==> config.mk <==
export PLATFORM = sky130hd
export DESIGN_NAME = sha_block_feeder_flat
export DESIGN_NICKNAME = d
export VERILOG_FILES = /design/src/rtl/sha_block_feeder_if.sv /design/src/rtl/sha_block_feeder.sv /design/src/flat_wrapper.sv
export SDC_FILE = /design/constraint.sdc
export NUM_CORES = 1
export LEC_CHECK = 0
export CORE_AREA = 2 2 510 512
export CTS_CLUSTER_DIAMETER = 150
export DETAILED_ROUTE_END_ITERATION = 8
export DIE_AREA = 0 0 512 514
export SYNTH_ARGS = -nofsm -noshare
export SYNTH_HDL_FRONTEND = slang
export SYNTH_SLANG_ARGS = --single-unit
==> constraint.sdc <==
create_clock -name clk -period 3.3 [get_ports clk]
set_input_delay 0.66 -clock clk [delete_from_list [all_inputs] [get_ports clk]]
set_output_delay 0.66 -clock clk [all_outputs]
set_load 0.05 [all_outputs]
==> src/rtl/sha_block_feeder_if.sv <==
// Message word stream into the SHA-256 block feeder.
// The master drives words and the slave (the feeder) answers with in_ready.
interface sha_block_feeder_if;
    logic        in_valid;
    logic        in_ready;
    logic [31:0] in_data;
    logic        in_last;
    logic [1:0]  in_bytes;

    modport master (
        output in_valid,
        output in_data,
        output in_last,
        output in_bytes,
        input  in_ready
    );

    modport slave (
        input  in_valid,
        input  in_data,
        input  in_last,
        input  in_bytes,
        output in_ready
    );
endinterface

==> src/rtl/sha_block_feeder.sv <==
// SHA-256 front end: packs a big-endian word stream into padded 512-bit blocks,
// sequences them through the compression core and returns the final digest.
module sha_block_feeder #(
    parameter logic [255:0] INIT_STATE =
        256'h5be0cd191f83d9ab9b05688c510e527fa54ff53a3c6ef372bb67ae856a09e667
) (
    input  logic                clk,
    input  logic                reset_n,
    sha_block_feeder_if.slave   msg,
    output logic                core_first_state,
    output logic                core_next_state,
    output logic [255:0]        core_initial_state,
    output logic [511:0]        core_message_block,
    input  logic                core_status,
    input  logic [255:0]        core_digest,
    output logic                digest_valid,
    output logic [255:0]        digest,
    output logic                busy
);

    typedef enum logic [2:0] {IDLE, FILL, PAD, LEN, ISSUE, WAIT, DONE} state_t;

    state_t      state;
    state_t      ret;
    logic [31:0] blk [16];
    logic [4:0]  wcnt;
    logic [63:0] bitlen;
    logic        first_blk;
    logic        pad_placed;
    logic        wait_skip;
    logic        done_phase;
    logic        armed;
    logic        accept;
    logic [31:0] last_word;
    logic [63:0] len_inc;

    assign core_initial_state = INIT_STATE;
    assign busy               = (state != IDLE);
    // armed keeps in_ready low while reset is held and for the first edge after it
    assign msg.in_ready       = armed && ((state == IDLE) || (state == FILL));
    assign accept             = msg.in_valid && msg.in_ready;
    assign len_inc            = (msg.in_last && (msg.in_bytes != 2'd0)) ?
                                {59'd0, msg.in_bytes, 3'b000} : 64'd32;

    for (genvar gi = 0; gi < 16; gi++) begin : g_blk
        assign core_message_block[511-32*gi -: 32] = blk[gi];
    end

    always_comb begin
        case (msg.in_bytes)
            2'd1:    last_word = {msg.in_data[31:24], 24'h800000};
            2'd2:    last_word = {msg.in_data[31:16], 16'h8000};
            2'd3:    last_word = {msg.in_data[31:8],  8'h80};
            default: last_word = msg.in_data;
        endcase
    end

    // wcnt is the next slot to write; it reaches 16 when the block is full and
    // WAIT rewinds it to 0 once the core has taken the block.
    always_ff @(posedge clk or negedge reset_n) begin
        if (!reset_n) begin
            state            <= IDLE;
            ret              <= FILL;
            wcnt             <= '0;
            bitlen           <= '0;
            first_blk        <= 1'b1;
            pad_placed       <= 1'b0;
            wait_skip        <= 1'b0;
            done_phase       <= 1'b0;
            armed            <= 1'b0;
            core_first_state <= 1'b0;
            core_next_state  <= 1'b0;
            digest_valid     <= 1'b0;
            digest           <= '0;
            for (int i = 0; i < 16; i++) blk[i] <= '0;
        end else begin
            armed            <= 1'b1;
            core_first_state <= 1'b0;
            core_next_state  <= 1'b0;
            digest_valid     <= 1'b0;
            case (state)
                IDLE, FILL: begin
                    if (accept) begin
                        blk[wcnt[3:0]] <= msg.in_last ? last_word : msg.in_data;
                        wcnt           <= wcnt + 5'd1;
                        bitlen         <= bitlen + len_inc;
                        if (msg.in_last) begin
                            pad_placed <= (msg.in_bytes != 2'd0);
                            state      <= PAD;
                        end else if (wcnt == 5'd15) begin
                            ret   <= FILL;
                            state <= ISSUE;
                        end else begin
                            state <= FILL;
                        end
                    end
                end
                // A full-word final beat leaves the 0x80 byte to be placed here
                PAD: begin
                    if (wcnt == 5'd16) begin
                        ret   <= PAD;
                        state <= ISSUE;
                    end else if (pad_placed && (wcnt == 5'd14)) begin
                        state <= LEN;
                    end else begin
                        blk[wcnt[3:0]] <= pad_placed ? 32'h0 : 32'h8000_0000;
                        pad_placed     <= 1'b1;
                        wcnt           <= wcnt + 5'd1;
                    end
                end
                LEN: begin
                    blk[14] <= bitlen[63:32];
                    blk[15] <= bitlen[31:0];
                    ret     <= DONE;
                    state   <= ISSUE;
                end
                ISSUE: begin
                    if (core_status) begin
                        core_first_state <= first_blk;
                        core_next_state  <= !first_blk;
                        first_blk        <= 1'b0;
                        wait_skip        <= 1'b1;
                        state            <= WAIT;
                    end
                end
                WAIT: begin
                    if (wait_skip) begin
                        wait_skip <= 1'b0;
                    end else if (core_status) begin
                        wcnt  <= '0;
                        state <= ret;
                    end
                end
                DONE: begin
                    if (!done_phase) begin
                        digest       <= core_digest;
                        digest_valid <= 1'b1;
                        done_phase   <= 1'b1;
                    end else begin
                        done_phase <= 1'b0;
                        bitlen     <= '0;
                        first_blk  <= 1'b1;
                        state      <= IDLE;
                    end
                end
                default: state <= IDLE;
            endcase
        end
    end

endmodule
==> src/flat_wrapper.sv <==
// flat-port wrapper written by rule: the top's interface ports become plain ports
module sha_block_feeder_flat 
#(
    parameter logic [255:0] INIT_STATE =
        256'h5be0cd191f83d9ab9b05688c510e527fa54ff53a3c6ef372bb67ae856a09e667
)
  (clk, reset_n, core_first_state, core_next_state, core_initial_state, core_message_block, core_status, core_digest, digest_valid, digest, busy, msg_in_valid, msg_in_data, msg_in_last, msg_in_bytes, msg_in_ready);
  sha_block_feeder_if msg_i ();
  input  logic clk;
  input  logic reset_n;
  output logic core_first_state;
  output logic core_next_state;
  output logic [255:0] core_initial_state;
  output logic [511:0] core_message_block;
  input  logic core_status;
  input  logic [255:0] core_digest;
  output logic digest_valid;
  output logic [255:0] digest;
  output logic busy;
  input wire logic [$bits(msg_i.in_valid)-1:0] msg_in_valid;
  input wire logic [$bits(msg_i.in_data)-1:0] msg_in_data;
  input wire logic [$bits(msg_i.in_last)-1:0] msg_in_last;
  input wire logic [$bits(msg_i.in_bytes)-1:0] msg_in_bytes;
  output wire logic [$bits(msg_i.in_ready)-1:0] msg_in_ready;
  assign msg_i.in_valid = msg_in_valid;
  assign msg_i.in_data = msg_in_data;
  assign msg_i.in_last = msg_in_last;
  assign msg_i.in_bytes = msg_in_bytes;
  assign msg_in_ready = msg_i.in_ready;
  sha_block_feeder #(.INIT_STATE(INIT_STATE)) u_core (.clk(clk), .reset_n(reset_n), .msg(msg_i), .core_first_state(core_first_state), .core_next_state(core_next_state), .core_initial_state(core_initial_state), .core_message_block(core_message_block), .core_status(core_status), .core_digest(core_digest), .digest_valid(digest_valid), .digest(digest), .busy(busy));
endmodule
# After elaboration in Yosys (flattened, before gate mapping)

Cells that the tools add are included.
W data, S select, Z words.

Add/sub/neg operators: 2
Magnitude comparators: 2
Equality and inequality tests: 24
Multiplexer cells: 53
Bitwise logic cells: 2
Reductions and logical operators: 27

Operators by type and width:

| operator             | number |
|---|---|
| $mux W512            | 3 |
| $bwmux W512          | 2 |
| $pmux W448 S2        | 1 |
| $pmux W64 S3         | 1 |
| $demux W32 S4        | 1 |
| $mux W64             | 2 |
| $pmux W64 S2         | 1 |
| $pmux W24 S3         | 1 |
| $add A64 B64 Y64     | 1 |
| $mux W32             | 2 |
| $mux W3              | 13 |
| $mux W5              | 5 |
| $mux W24             | 1 |
| $pmux W3 S6          | 1 |
| $pmux W5 S3          | 1 |
| $ne A2 B2 Y1 const B | 7 |
| $mux W1              | 13 |
| $reduce_and A6 Y1    | 2 |
| $eq A5 B4 Y1 const B | 2 |
| $reduce_and A5 Y1    | 2 |
| $reduce_bool A2 Y1   | 5 |
| $eq A3 B3 Y1 const B | 3 |
| $pmux W3 S3          | 1 |
| $reduce_bool A3 Y1   | 3 |
| 22 further kinds     | 36 |

Bits in registers: 851
Output and inout port bits: 1029

# Logic depth before layout (Yosys ltp)

Gate-level depths: netlist of run 1.

Depth after elaboration: 9
Gate-level depth with buffers: 11
Mapped depth without buffers: 8

# Worst setup path after synthesis of run 1

No wires, ideal clock.

Kind: input to register
Start point: in msg_in_bytes[0]
End point: reg u_core.bitlen[48]
Setup time: 0.078 ns
Arrival time: 3.112 ns
Data required time: 3.222 ns
Setup slack: 0.110 ns
Stages on the path: 10
Buffers on the path: 3
Path through: o21ai_0 > clkbuf_1 > clkbuf_1 > ha_1 > nand3_1 > a22oi_1 > nand3_1 > buf_2 > or4_1 > a21oi_1

Word-level cells in the longest chain between the ends: 6

RTL lines:

| what                 | RTL line               | RTL |
|---|---|---|
| start, declared      | flat_wrapper.sv:23     | `input wire logic [$bits(msg_i.in_bytes)-1:0] msg_in_bytes;` |
| $reduce_bool A2 Y1   | sha_block_feeder.sv:42 | `assign len_inc = (msg.in_last && (msg.in_bytes != 2'd0)) ?` |
| $logic_and A1 B1 Y1  | sha_block_feeder.sv:42 |  |
| $mux W6 (*)          | sha_block_feeder.sv:42 |  |
| $add A64 B64 Y64 (*) | sha_block_feeder.sv:86 | `bitlen <= bitlen + len_inc;` |
| $mux W64 (*)         | sha_block_feeder.sv:83 | `if (accept) begin` |
| $pmux W64 S2 (*)     | sha_block_feeder.sv:81 | `case (state)` |
| end signal, assigned | sha_block_feeder.sv:86 |  |
| end, declared        | sha_block_feeder.sv:27 | `logic [63:0] bitlen;` |

Every way passes the cells marked *; elsewhere a longest branch is shown, timed or not. The select of a mux whose other input is x is not followed.
A chain may end at the register's enable or synchronous reset.

# Worst setup path in the final report of run 1

Start point: reg u_core.state[1]
End point: out msg_in_ready

Word-level cells in the longest chain between the ends: 3
Elaborated cells on any way between the ends: 4
Those cells by class: 1 x eq/ne; 3 x reduce/logical

RTL lines:

| what                                                    | RTL line                | RTL |
|---|---|---|
| start, declared                                         | sha_block_feeder.sv:23  | `state_t state;` |
| start signal, assigned                                  | sha_block_feeder.sv:131 | `state <= ret;` |
| $eq A3 B1 Y1 / $logic_not A3 Y1 (equally long branches) | sha_block_feeder.sv:40  | `assign msg.in_ready = armed && ((state == IDLE) \|\| (state == FILL));` |
| $logic_or A1 B1 Y1 (*)                                  | sha_block_feeder.sv:40  |  |
| $logic_and A1 B1 Y1 (*)                                 | sha_block_feeder.sv:40  |  |
| end, declared                                           | flat_wrapper.sv:24      | `output wire logic [$bits(msg_i.in_ready)-1:0] msg_in_ready;` |

Every way passes the cells marked *; elsewhere a longest branch is shown, timed or not.

==> summary.md, run 1 <==
| Metric | Value |
|---|---|
| # clock sinks | 848 |
| Core area | 258100 um^2 |
| Synth top area share | 61.16% |
| Element type at the critical path start | register |
| Largest area contributor in the netlist | dfrtp_1 |
| Placer Congestion | 0.9013 |
| Pre-antenna DRT Iters | 6 |
| Mapped Avg Cell Area | 11.35 um^2 |
| Pwr/cell area | 1060 nW/um^2 |
| Maximum achievable frequency | 323.1 MHz |
| Count leader, synth | dfrtp_1 |
| Die width | 512 um |
| Clock network power share | 21.4% |
| Ports | 1324 |
| P_int | 0.02944 W |
| # rows | 187 |
| Remaining antenna violation count after routing | 0 |
| Setup Viol. Count Final | 0 |
| First-pass GRT wire length | 238000 um |
| Slew Viols, Final | 0 |
| Layout Cells excl Fill | 7657 |
| Vias | 28110 |
| Clock latency on the worst-skew pair | 0.75 ns |
| Combinational Power Share | 49.5% |
| Commonest cells in the netlist | dfrtp_1 (846), nand2_1 (508), o21ai_0 (457) |
| Crit Path Class | reg -> out |
| Post-synthesis async set-or-reset flop share | 100.0% |
| P_leak | 22.08 nW |
| H-tree Lvls | 3 |
| Switching part of the total power | 47.89% |
| DIE AREA | 263200 um^2 |
| Share of cells above drive strength 1 | 14.64% |
| Peak VDD IR | 0.5453 mV |
| Max Fanout on Critical Path | 21 |
| Type of the worst min-delay path | reg -> reg |
| Max clock buf depth | 3 |
| CP startpoint | u_core.state[1] |
| Final Worst Setup Slack | 0.2054 ns |
| RSZ-0062 raised after global routing | false |
| Initial Util | 13.41% |
| Cell Area, Placed | 49640 um^2 |
| Initial DRC count | 2380 |
| Die height | 514 um |
| Fin crit period | 3.095 ns |
| Vias in the first global route | 26740 |
| Cells after Synth | 3050 |
| Pin count of the biggest net entering global routing | 73 |
| Critical path arrival | 2.43 ns |
| Outcome | complete, no violations |
| Nets@finish | 4453 |
| Hold Vio Cnt, Final | 0 |
| Fill count | 27910 |
| Detailed placer's ending HPWL | 140300 um |
| Hold path startpoint | u_core.core_message_block[382] |
| Mapped Area | 34610 um^2 |
| CTS root buf | clkbuf_16 |
| Avg Vias per Cell | 3.671 |
| PortBufs | 1067 |
| Design area | 53310 um^2 |
| Area grow syn2layout | 54.02% |
| Final worst-path cycle share | 93.78% |
| CTS tree | built |
| Maxcap violations | 0 |
| CP endpoint kind | output port |
| Post-Route WL | 179700 um |
| Initial antenna violation count | 48 |
| Post-synthesis sequential area ratio | 61.32% |
| Setup WS pre-CTS | 0.03582 ns |
| Fin Setup TNS | 0 ns |
| Syn. warnings | 0 |
| Drt wl/cell | 23.47 um |
| DRC errors left | 0 |
| Seq cells post-synth | 848 |
| Netlist cell types | 56 |
| Dpl cells | 7448 |
| GRT overflow | 0 |
| Max transition margin | 26.90% |
| Area contributors post-synth | dfrtp_1 (61%), mux2_2 (8.5%), o21ai_0 (6.6%) |
| Skew final | 0.04048 ns |
| Switching power total | 0.02705 W |
| GRT Overall Usage | 13.05% |
| Worst r2r src | u_core.wcnt[0] |
| WP data required | 2.64 ns |
| Number of synthesized flops with an enable pin | 0 |
| TritonCTS Buffers | 99 |
| Worst Tran Pin Value | 1.092 ns |
| Clock slew at reported path FFs | 0.06 ns |
| Top FF cell, synth | dfrtp_1 |
| Flop pwr share | 29.1% |
-- critical path: stages (launching register included) --
cell and delay [ns]:
dfrtp_1 0.63, nor2_1 0.34, and2_1 0.19, clkdlybuf4s15_1 0.56
-- placed cells by master, fill, tap and decap left out, types with 17 or more instances in the layout --
| cell | instances |
|---|---|
| clkdlybuf4s50_1 | 1061 |
| dfrtp_1 | 846 |
| nand2_1 | 491 |
| o21ai_0 | 454 |
| mux2_2 | 260 |
| conb_1 | 257 |
| clkbuf_16 | 99 |
| buf_4 | 78 |
| nor2_1 | 65 |
| o2bb2ai_1 | 62 |
| buf_12 | 55 |
| a22oi_1 | 49 |
| a21oi_1 | 47 |
| nand3_1 | 30 |
| nand4_1 | 28 |
| xor2_1 | 23 |
| clkbuf_8 | 21 |
| diode_2 | 20 |
| and3_1 | 17 |
| nand2_2 | 17 |
| o21ai_1 | 17 |
-- final timing paths --
check / depth (start not counted) / slack [ns] / end
max reg2reg: 9 / 0.34 / u_core.core_message_block[432]
max: 3 / 0.21 / msg_in_ready
min reg2reg: 2 / 0.48 / u_core.core_message_block[382]
min in group asynchronous: 2 / 0.64 / u_core.core_message_block[330]
max in group asynchronous: 3 / 1.66 / u_core.core_message_block[440]
min: 2 / 0.48 / u_core.core_message_block[382]
-- timing repair --
action / 4_1_cts / 5_1_grt
endpoints found under the hold margin: 11 / 0
buffers inserted: 0 / 0
hold buffers: 1 / 0
setup endpoints to repair: 1 / 1
gates resized for setup: 1 / 1
pin swaps: 0 / 0
-- sequential cells by signal, indices dropped and copies added, names as in the netlist, 3 cells and up --
signal                     cells
u_core.bitlen                 61
u_core.core_message_block    512
u_core.digest                256
u_core.ret                     3
u_core.state                   3
u_core.wcnt                    5
-- cell families (layout without fill, tap and decap cells) --
group	count (synthesis)	count (layout)	share of synthesized area, %
compound gates	696	696	11.83
xor+xnor	31	31	0.7844
fa+ha+maj	10	10	0.3832
buf+inv	466	1396	7.942
flops	848	848	61.32
mux	264	264	8.575
other cells	2	277	0.02170
simple gates	733	733	9.149
-- metal layers --
| metal | global-route usage [%] | routed length, um | vias up |
|---|---|---|---|
| li1 | - | - | 12240 |
| met1 | 18.46 | 82860 | 14180 |
| met2 | 18.60 | 75080 | 1464 |
| met3 | 4.636 | 18160 | 216 |
| met4 | 3.319 | 3469 | 18 |
| met5 | 0 | 163 | - |
-- area by class of cell --
type	instances	area [um^2]	share of cell area, %
Clock buffer	134	2819	5.288
Inverter	11	41.29	0.07745
Tap cell	3402	4257	7.985
Sequential cell	848	21220	39.81
Antenna cell	20	50.05	0.09388
Clock inverter	54	790.8	1.483
Timing Repair Buffer	1197	12340	23.15
Multi-Input combinational cell	1991	11790	22.11
-- per-stage QoR --
step / hold WS (ns) / util, % / total power, W
3_3_place_gp: 0.4609 / 19.23 / 0.04446
6_report: 0.4780 / 20.66 / 0.05649
2_1_floorplan: 0.3644 / - / 0.03264
5_1_grt: 0.4467 / 20.64 / 0.05880
3_5_place_dp: 0.4688 / 19.23 / 0.04468
4_1_cts: 0.3998 / 20.64 / 0.05711
-- power by group through the flow --
stage / Clock (W) / Combinational (W) / Sequential, W
2_1_floorplan: 0 / 0.00534 / 0.0273
6_report: 0.0121 / 0.0280 / 0.0164
5_1_grt: 0.0129 / 0.0291 / 0.0168
3_3_place_gp: 0 / 0.0281 / 0.0164
3_5_place_dp: 0 / 0.0282 / 0.0165
4_1_cts: 0.0125 / 0.0283 / 0.0164
No activity file was read; power rests on OpenSTA's default activity.
==> run 2: changes to the inputs <==
- HOLD_SLACK_MARGIN: unset -> 0.05
==> results of run 2 <==
Final layout, timing and power as in run 1 (identical DEF).
